**src/rtl/rv32i_pkg.sv**
```systemverilog
// Shared RV32I front-end types and defaults.
package rv32i_pkg;

  localparam int unsigned XLEN         = 32;
  localparam int unsigned INSTR_BYTES  = 4;
  localparam logic [31:0] RESET_PC_DEF = 32'h0000_0000;
  localparam int unsigned IM_BYTES_DEF = 8192;

  // One fetched instruction together with the address it came from.
  typedef struct packed {
    logic [XLEN-1:0] pc;
    logic [XLEN-1:0] instr;
  } fetch_entry_t;

endpackage

```
**src/rtl/fetch_fifo.sv**
```systemverilog
// Small power-of-two FIFO holding fetched {pc, instr} pairs.
module fetch_fifo
  import rv32i_pkg::*;
#(
  parameter int unsigned DEPTH = 2,
  localparam int unsigned CW   = $clog2(DEPTH + 1),
  localparam int unsigned PW   = $clog2(DEPTH)
) (
  input  logic          clk,
  input  logic          rst_n,
  input  logic          push,
  input  logic          pop,
  input  logic          flush,
  input  fetch_entry_t  din,
  output fetch_entry_t  dout,
  output logic [CW-1:0] count,
  output logic          full,
  output logic          empty
);

  fetch_entry_t  mem [DEPTH];
  logic [PW-1:0] rd_ptr;
  logic [PW-1:0] wr_ptr;
  logic          do_push;
  logic          do_pop;

  // Flush takes priority; a full FIFO never accepts, an empty one never gives.
  assign do_push = push & ~flush & ~full;
  assign do_pop  = pop & ~flush & ~empty;

  assign full  = (count == CW'(DEPTH));
  assign empty = (count == '0);
  assign dout  = mem[rd_ptr];

  // Storage, pointers and occupancy; storage is cleared so the head is never X.
  always_ff @(posedge clk or negedge rst_n) begin
    if (!rst_n) begin
      rd_ptr <= '0;
      wr_ptr <= '0;
      count  <= '0;
      for (int i = 0; i < DEPTH; i++) mem[i] <= '0;
    end else if (flush) begin
      rd_ptr <= '0;
      wr_ptr <= '0;
      count  <= '0;
    end else begin
      if (do_push) begin
        mem[wr_ptr] <= din;
        wr_ptr      <= wr_ptr + PW'(1);
      end
      if (do_pop) rd_ptr <= rd_ptr + PW'(1);
      if (do_push && !do_pop)      count <= count + CW'(1);
      else if (!do_push && do_pop) count <= count - CW'(1);
    end
  end

endmodule

```
**src/rtl/fetch_unit.sv**
```systemverilog
// Instruction fetch: PC, memory address, redirect/fault control and output FIFO.
module fetch_unit
  import rv32i_pkg::*;
#(
  parameter logic [31:0] RESET_PC = RESET_PC_DEF,
  parameter int unsigned IM_BYTES = IM_BYTES_DEF,
  parameter int unsigned DEPTH    = 2
) (
  input  logic        clk,
  input  logic        rst_n,
  output logic [31:0] im_addr,
  input  logic [31:0] im_instr,
  input  logic        fetch_en,
  input  logic        redirect_valid,
  input  logic [31:0] redirect_pc,
  output logic        out_valid,
  input  logic        out_ready,
  output logic [31:0] out_pc,
  output logic [31:0] out_instr,
  output logic        fault,
  output logic [31:0] fault_pc
);

  localparam int unsigned     CW      = $clog2(DEPTH + 1);
  localparam logic [XLEN-1:0] LAST_PC = XLEN'(IM_BYTES - INSTR_BYTES);

  logic [XLEN-1:0] pc;
  logic            pc_legal;
  logic            redirect;
  logic            push;
  logic            pop;
  logic [CW-1:0]   count;
  logic            empty;
  logic            unused_full;
  fetch_entry_t    din;
  fetch_entry_t    dout;

  assign pc_legal = (pc[1:0] == 2'b00) && (pc <= LAST_PC);
  assign redirect = redirect_valid & ~fault;
  // Push only when not full at the start of the cycle, so ready never depends on pop.
  assign push     = fetch_en & ~fault & ~redirect_valid & pc_legal & (count < CW'(DEPTH));
  assign pop      = out_valid & out_ready;

  assign im_addr   = pc;
  assign din       = '{pc: pc, instr: im_instr};
  assign out_valid = ~empty;
  assign out_pc    = dout.pc;
  assign out_instr = dout.instr;

  fetch_fifo #(.DEPTH(DEPTH)) u_fifo (
    .clk   (clk),
    .rst_n (rst_n),
    .push  (push),
    .pop   (pop),
    .flush (redirect),
    .din   (din),
    .dout  (dout),
    .count (count),
    .full  (unused_full),
    .empty (empty)
  );

  // PC advance, redirect and sticky fault capture.
  always_ff @(posedge clk or negedge rst_n) begin
    if (!rst_n) begin
      pc       <= RESET_PC;
      fault    <= 1'b0;
      fault_pc <= '0;
    end else if (redirect) begin
      pc <= redirect_pc;
    end else if (!fault && !pc_legal) begin
      fault    <= 1'b1;
      fault_pc <= pc;
    end else if (push) begin
      pc <= pc + XLEN'(INSTR_BYTES);
    end
  end

endmodule

```
**config.mk**
```make
export PLATFORM = sky130hd
export DESIGN_NAME = fetch_unit
export DESIGN_NICKNAME = d
export VERILOG_FILES = /design/src/rtl/rv32i_pkg.sv /design/src/rtl/fetch_fifo.sv /design/src/rtl/fetch_unit.sv
export SDC_FILE = /design/constraint.sdc
export NUM_CORES = 1
export LEC_CHECK = 0
export ABC_AREA = 1
export CAP_MARGIN = 20
export CELL_PAD_IN_SITES_DETAIL_PLACEMENT = 0
export CELL_PAD_IN_SITES_GLOBAL_PLACEMENT = 1
export CORE_ASPECT_RATIO = 0.5
export CORE_MARGIN = 3
export CORE_UTILIZATION = 37
export DETAILED_ROUTE_END_ITERATION = 10
export PLACE_DENSITY = 0.85
export SYNTH_ARGS = -nofsm -noshare
export SYNTH_HDL_FRONTEND = slang
export SYNTH_SLANG_ARGS = --single-unit
```
**constraint.sdc**
```tcl
create_clock -name clk -period 1.7 [get_ports clk]
set_input_delay 0.17 -clock clk [delete_from_list [all_inputs] [get_ports clk]]
set_output_delay 0.17 -clock clk [all_outputs]
set_load 0.02 [all_outputs]
```
Word-level counts from Yosys, hierarchy flattened
Cells that the tools add are included.
{"block": "op_classes", "add_sub_neg": 5, "n_lt_le_gt_ge": 5, "n_eq_ne": 2, "n_mux": 16, "bitwise": 17, "n_reduce_logical": 18}
{"operator": "$mux W64", "n": 4}
{"operator": "$bwmux W128", "n": 1}
{"operator": "$mux W32", "n": 3}
{"operator": "$demux W64 S1", "n": 1}
{"operator": "$add A32 B3 Y32 const B", "n": 1}
{"operator": "$le A32 B13 Y1 const B", "n": 1}
{"operator": "$and A1 B1 Y1", "n": 10}
{"operator": "$mux W2", "n": 3}
{"operator": "$reduce_and A2 Y1", "n": 3}
{"operator": "$reduce_bool A2 Y1", "n": 3}
{"operator": "$logic_and A1 B1 Y1", "n": 5}
{"operator": "$not A1 Y1", "n": 5}
{"operator": "$ge A2 B2 Y1 const B", "n": 2}
{"operator": "$logic_not A1 Y1", "n": 4}
{"operator": "$logic_not A2 Y1", "n": 2}
{"operator": "$mux W1", "n": 4}
{"operator": "$not A1 Y2", "n": 2}
{"operator": "$reduce_bool A3 Y1", "n": 1}
{"operator": "$add A1 B1 Y1 const B", "n": 2}
{"operator": "$add A2 B1 Y2 const B", "n": 1}
{"operator": "$eq A2 B2 Y1 const B", "n": 1}
{"operator": "$lt A2 B1 Y1 const B", "n": 1}
{"operator": "$lt A2 B2 Y1 const B", "n": 1}
{"operator": "$ne A2 B1 Y1 const B", "n": 1}
{"operator": "$sub A2 B1 Y2 const B", "n": 1}
{"block": "totals", "ff_bits": 197, "in_bits": 69, "output_inout_bits": 130}

Longest topological paths before layout
Gate-level depths: netlist of run 1.
{"block": "logic_depth", "word_depth": 12, "mapped_depth": 10, "ltp_nobuf": 10}

Modules after synthesis
A second synthesis of run 1 with hierarchy kept.
{"block": "unflattened", "hier_cells": 1106, "hier_area_um2": 9046.2}
{"mod": "fetch_fifo", "n_inst": 1, "cells_per_inst": 728, "area_each_um2": 6064.6, "seq_area_each_um2": 3303.2}
{"mod": "fetch_unit", "n_inst": 1, "cells_per_inst": 378, "area_each_um2": 2981.6, "seq_area_each_um2": 1626.6}

Least setup slack after synthesis of run 1
OpenSTA, ideal clock, no wires.
{"block": "synth_timing", "path_kind": "register -> register", "from": "register pc[20], in the netlist im_addr[20]", "to": "register fault_pc[14]", "setup_time_ps": 125, "arrival_time_ps": 1493, "setup_slack_ps": 82, "path_stages_with_launch": 8, "synth_period_minus_slack_ps": 1618, "path_cell_list": "dfrtp_1 > nor2_1 > nand2_1 > nor2_2 > nand3_2 > nand2_1 > buf_4 > mux2_2"}
{"block": "synth_via", "elab_chain_len": 5}
{"element": "from (decl)", "line": "fetch_unit.sv:27", "source": "logic [XLEN-1:0] pc;"}
{"element": "from (signal assigned)", "line": "fetch_unit.sv:70", "source": "pc <= redirect_pc;"}
{"element": "from (signal assigned)", "line": "fetch_unit.sv:75", "source": "pc <= pc + XLEN'(INSTR_BYTES);"}
{"element": "$le A32 B13 Y1", "line": "fetch_unit.sv:38", "source": "assign pc_legal = (pc[1:0] == 2'b00) && (pc <= LAST_PC);"}
{"element": "$logic_and A1 B1 Y1", "line": "fetch_unit.sv:38"}
{"element": "$logic_not A1 Y1", "line": "fetch_unit.sv:71", "source": "end else if (!fault && !pc_legal) begin"}
{"element": "$logic_and A1 B1 Y1", "line": "fetch_unit.sv:71"}
{"element": "$reduce_and A2 Y1 (no line)"}
{"element": "to (signal assigned)", "line": "fetch_unit.sv:73", "source": "fault_pc <= pc;"}
{"element": "to (decl)", "line": "fetch_unit.sv:21", "source": "output logic [31:0] fault_pc"}
Every way passes these cells.
A chain may end at the register's enable or synchronous reset.

Final worst setup path of run 1
{"block": "layout_timing", "from": "register pc[24], in the netlist im_addr[24]", "to": "register u_fifo.mem[102] in the netlist's numbering"}
{"block": "layout_via", "elab_chain_len": 7}
{"element": "$le A32 B13 Y1", "line": "fetch_unit.sv:38"}
{"element": "$logic_and A1 B1 Y1", "line": "fetch_unit.sv:38"}
{"element": "$and A1 B1 Y1 (2 in a row)", "line": "fetch_unit.sv:41", "source": "assign push = fetch_en & ~fault & ~redirect_valid & pc_legal & (count < CW'(DEPTH));"}
{"element": "$and A1 B1 Y1 (2 in a row)", "line": "fetch_fifo.sv:28", "source": "assign do_push = push & ~flush & ~full;"}
{"element": "$reduce_and A2 Y1 (no line)"}
{"element": "to (signal, indexed assignment)", "line": "fetch_fifo.sv:48", "source": "mem[wr_ptr] <= din;"}
{"element": "to (decl)", "line": "fetch_fifo.sv:21", "source": "fetch_entry_t mem [DEPTH];"}
Every way passes these cells.

==> impl_results.md, run 1 <==
* Nets@finish at 1,288
* Buffers on Ports at 198
* # H-tree levels at 4
* YS warnings at 0
* RD Place Congestion at 0.808
* Final hold violation count at 0
* Post-Place Worst Slack at -0.0928 ns
* Endpoints failing setup at 123
* Cts bufs inserted at 17
* Slew margin rel. at 62.2%
* All-layer global routing usage at 18.3%
* Layout cells sized above 1 at 24.2%
* Vias post-DR at 7,261
* Initial antenna violation count at 0
* Worst Skew at 0.00785 ns
* Vias in the first global route at 7,082
* Detail Route Antenna Nets at 0
* Worst setup EP type: flip-flop
* Final period utilization at 105%
* Slew Limit Fails at 0
* Placeable Area at 21,900 sq um
* Syn nets at 1,033
* Worst R2R Setup Slack at -0.09 ns
* Hold WC Path Type: in -> async
* Die area at 24,500 sq um
* Worst vdd ir at 0.707 mV
* Setup ws final at -0.0866 ns
* Placed cell count at 1,467
* Actual slew at the worst max-slew pin at 0.566 ns
* Clock sink count at 197
* Vias per std cell at 4.75
* CTS tree: built
* Largest net degree at the start of global routing at 60
* Final cell count without fillers at 1,529
* # Max-Cap Violations at 0
* Routed WL per cell at 16.0 um
* Share of the yosys chip area belonging to registers at 59.1%
* Clk Latency, worst-skew pair at 0.43 ns
* Root buffer cell: clkbuf_16
* Critical Path Start Type: flip-flop
* Number of cells produced by synthesis at 963
* Die Wd at 218 um
* Routed wire length at 24,500 um
* First-pass GRT wire length at 35,900 um
* Worst Path Max Fanout at 5
* Setup CP Type: reg -> reg
* Mapped cell area at 8340 sq um
* Fmax at 560 MHz
* Drt pass-1 iters at 5
* Row cnt at 38
* GRT overflow at 0
* Initial Util at 38.0%
* Flops & latches, synth at 197
* Synth unique cells at 28
* LEAKAGE at 6.44 nW
* DRT iter0 DRCs at 473
* Failing checks: negative setup slack
* Clock Path Buffers at 2
* Dpl hpwl at 14,900 um
* RSZ-0062 raised after global routing: yes
* PwrDens at 905 nW/um^2
* Minimum clock period at 1.79 ns
* Layout area overhead at 49.4%
* Mean post-synth cell area at 8.66 sq um
* CTS clk-pin slew, worst paths at 0.07 ns
* Io pins at 199
* WP data required at 2.01 ns
* Status: complete, but fails checks
* Post-route DRC at 0
* # diodes at 0
* Die Y-Extent at 112 um
* WP data arrival at 2.10 ns
-- where the power goes --
group,internal [mW],leakage (nW),switching [mW]
clock network,2.11,0.263,1.75
logic,1.07,3.75,1.56
registers,4.72,2.42,0.0535
total,7.90,6.44,3.36
-- layout by cell type (no fill, tap or decap), drive strengths merged, types with 13 or more instances in the layout --
cell type        n
dfrtp          197
nand3           13
inv            118
nor2            67
clkdlybuf4s50  107
buf            140
o21ai          163
clkbuf          32
dlymetal6s2s    14
nand2          321
-- flip-flops by register name (all words and copies together), names as in the netlist --
register,flops
im_addr,32
fault,1
u_fifo.mem,128
fault_pc,32
u_fifo.rd_ptr,1
u_fifo.count,2
u_fifo.wr_ptr,1
-- worst max-delay path: stages, from the launching register on --
cell and delay [ns]:
dfrtp_1 0.38, nor2_1 0.14, nand2_2 0.09, nor2_4 0.16, nand3_4 0.11, nor2_4 0.16
buf_6 0.14, nand2_8 0.09, buf_6 0.16, buf_6 0.11, nand2_1 0.06, o21ai_1 0.07
-- synth_stat cells --
master	number	area (sq um)
o211ai_1	3	22.5
nand2_4	2	22.5
nor2_2	3	18.8
nand4_1	3	18.8
o21bai_1	1	7.51
buf_4	3	22.5
nor2_4	1	11.3
mux2_2	7	78.8
a21oi_1	2	10.0
o21ai_0	93	465
nor3_1	2	10.0
nor2_1	63	236
clkinv_1	2	7.51
o21ai_2	7	61.3
ha_1	1	12.5
inv_1	118	443
xor2_1	2	17.5
buf_6	9	101
nand3_1	12	60.1
mux2i_1	6	60.1
nand2_1	318	1190
dfrtp_1	197	4930
buf_2	15	75.1
o21ai_1	63	315
a31oi_1	5	31.3
a22oi_1	1	7.51
nand3_2	1	10.0
clkbuf_1	23	86.3
-- final cells by class --
| cell class | instances | area (sq um) |
|---|---|---|
| fill | 1924 | 9470 |
| sequential | 197 | 4930 |
| multi-input combinational | 597 | 3180 |
| timing repair buffer | 285 | 2950 |
| clock buffer | 21 | 470 |
| inverter | 120 | 458 |
| tap | 300 | 375 |
| clock inverter | 9 | 80.1 |
-- worst paths after layout --
kind	depth (start not counted)	end	from
min in group clk	3	im_addr[23]	redirect_pc[23]
hold reg to reg	2	u_fifo.mem[97]	u_fifo.mem[97]
hold / removal	2	u_fifo.mem[16]	rst_n
max in group asynchronous	3	u_fifo.mem[74]	rst_n
setup reg to reg	11	u_fifo.mem[102]	im_addr[24]
setup / recovery	11	u_fifo.mem[102]	im_addr[24]
-- cells by family after synthesis --
family | after synthesis | synth area share (%)
AO/OA/AOI/OAI | 175 | 11.0
adder cells (fa/ha/maj) | 1 | 0.150
flip-flops | 197 | 59.1
buffers and inverters | 170 | 8.82
multiplexers | 13 | 1.67
AND/OR/NAND/NOR | 405 | 19.0
XOR/XNOR | 2 | 0.210
-- metal layers --
layer  part of all wire (%)  global-route usage (%)
met1                     43                    23.4
met5                      0                       0
met4                    1.6                    5.95
met2                     50                    30.8
met3                    5.1                    4.52
-- metrics by stage --
step / instance area (sq um) / util, % / hold WS [ns] / TNS [ns] / power (mW)
after floorplan: 8340 / - / -0.126 / 0 / 5.88
after global placement: 11000 / 50.2 / 0.192 / -0.985 / 7.11
after detailed placement: 11000 / 50.2 / 0.195 / -3.53 / 7.11
after CTS: 11400 / 52.2 / 0.278 / -6.49 / 10.7
after global routing: 12500 / 56.8 / 0.302 / -21.14 / 11.7
final: 12500 / 56.8 / 0.275 / -2.95 / 11.3
-- what timing repair did --
| action | 4_1_cts | 5_1_grt |
|---|---|---|
| hold buffers | 1 | 0 |
| resized for setup | 315 | 215 |
| setup endpoints to repair | 107 | 203 |
| hold endpoints to repair | 55 | 0 |
| gates cloned | 4 | 17 |
| pin swaps | 4 | 18 |
| setup buffers | 8 | 4 |
Power figures use the tool's default switching activity.
==> run 2: changes to the inputs <==
CAP_MARGIN = default   (was 20)
==> results of run 2 <==
No change in the layout: final DEF, timing and power equal those of run 1.
==> run 3: changes to the inputs <==
CAP_MARGIN = 20   (was default)
==> results of run 3 <==
No change in the layout: final DEF, timing and power equal those of run 1.
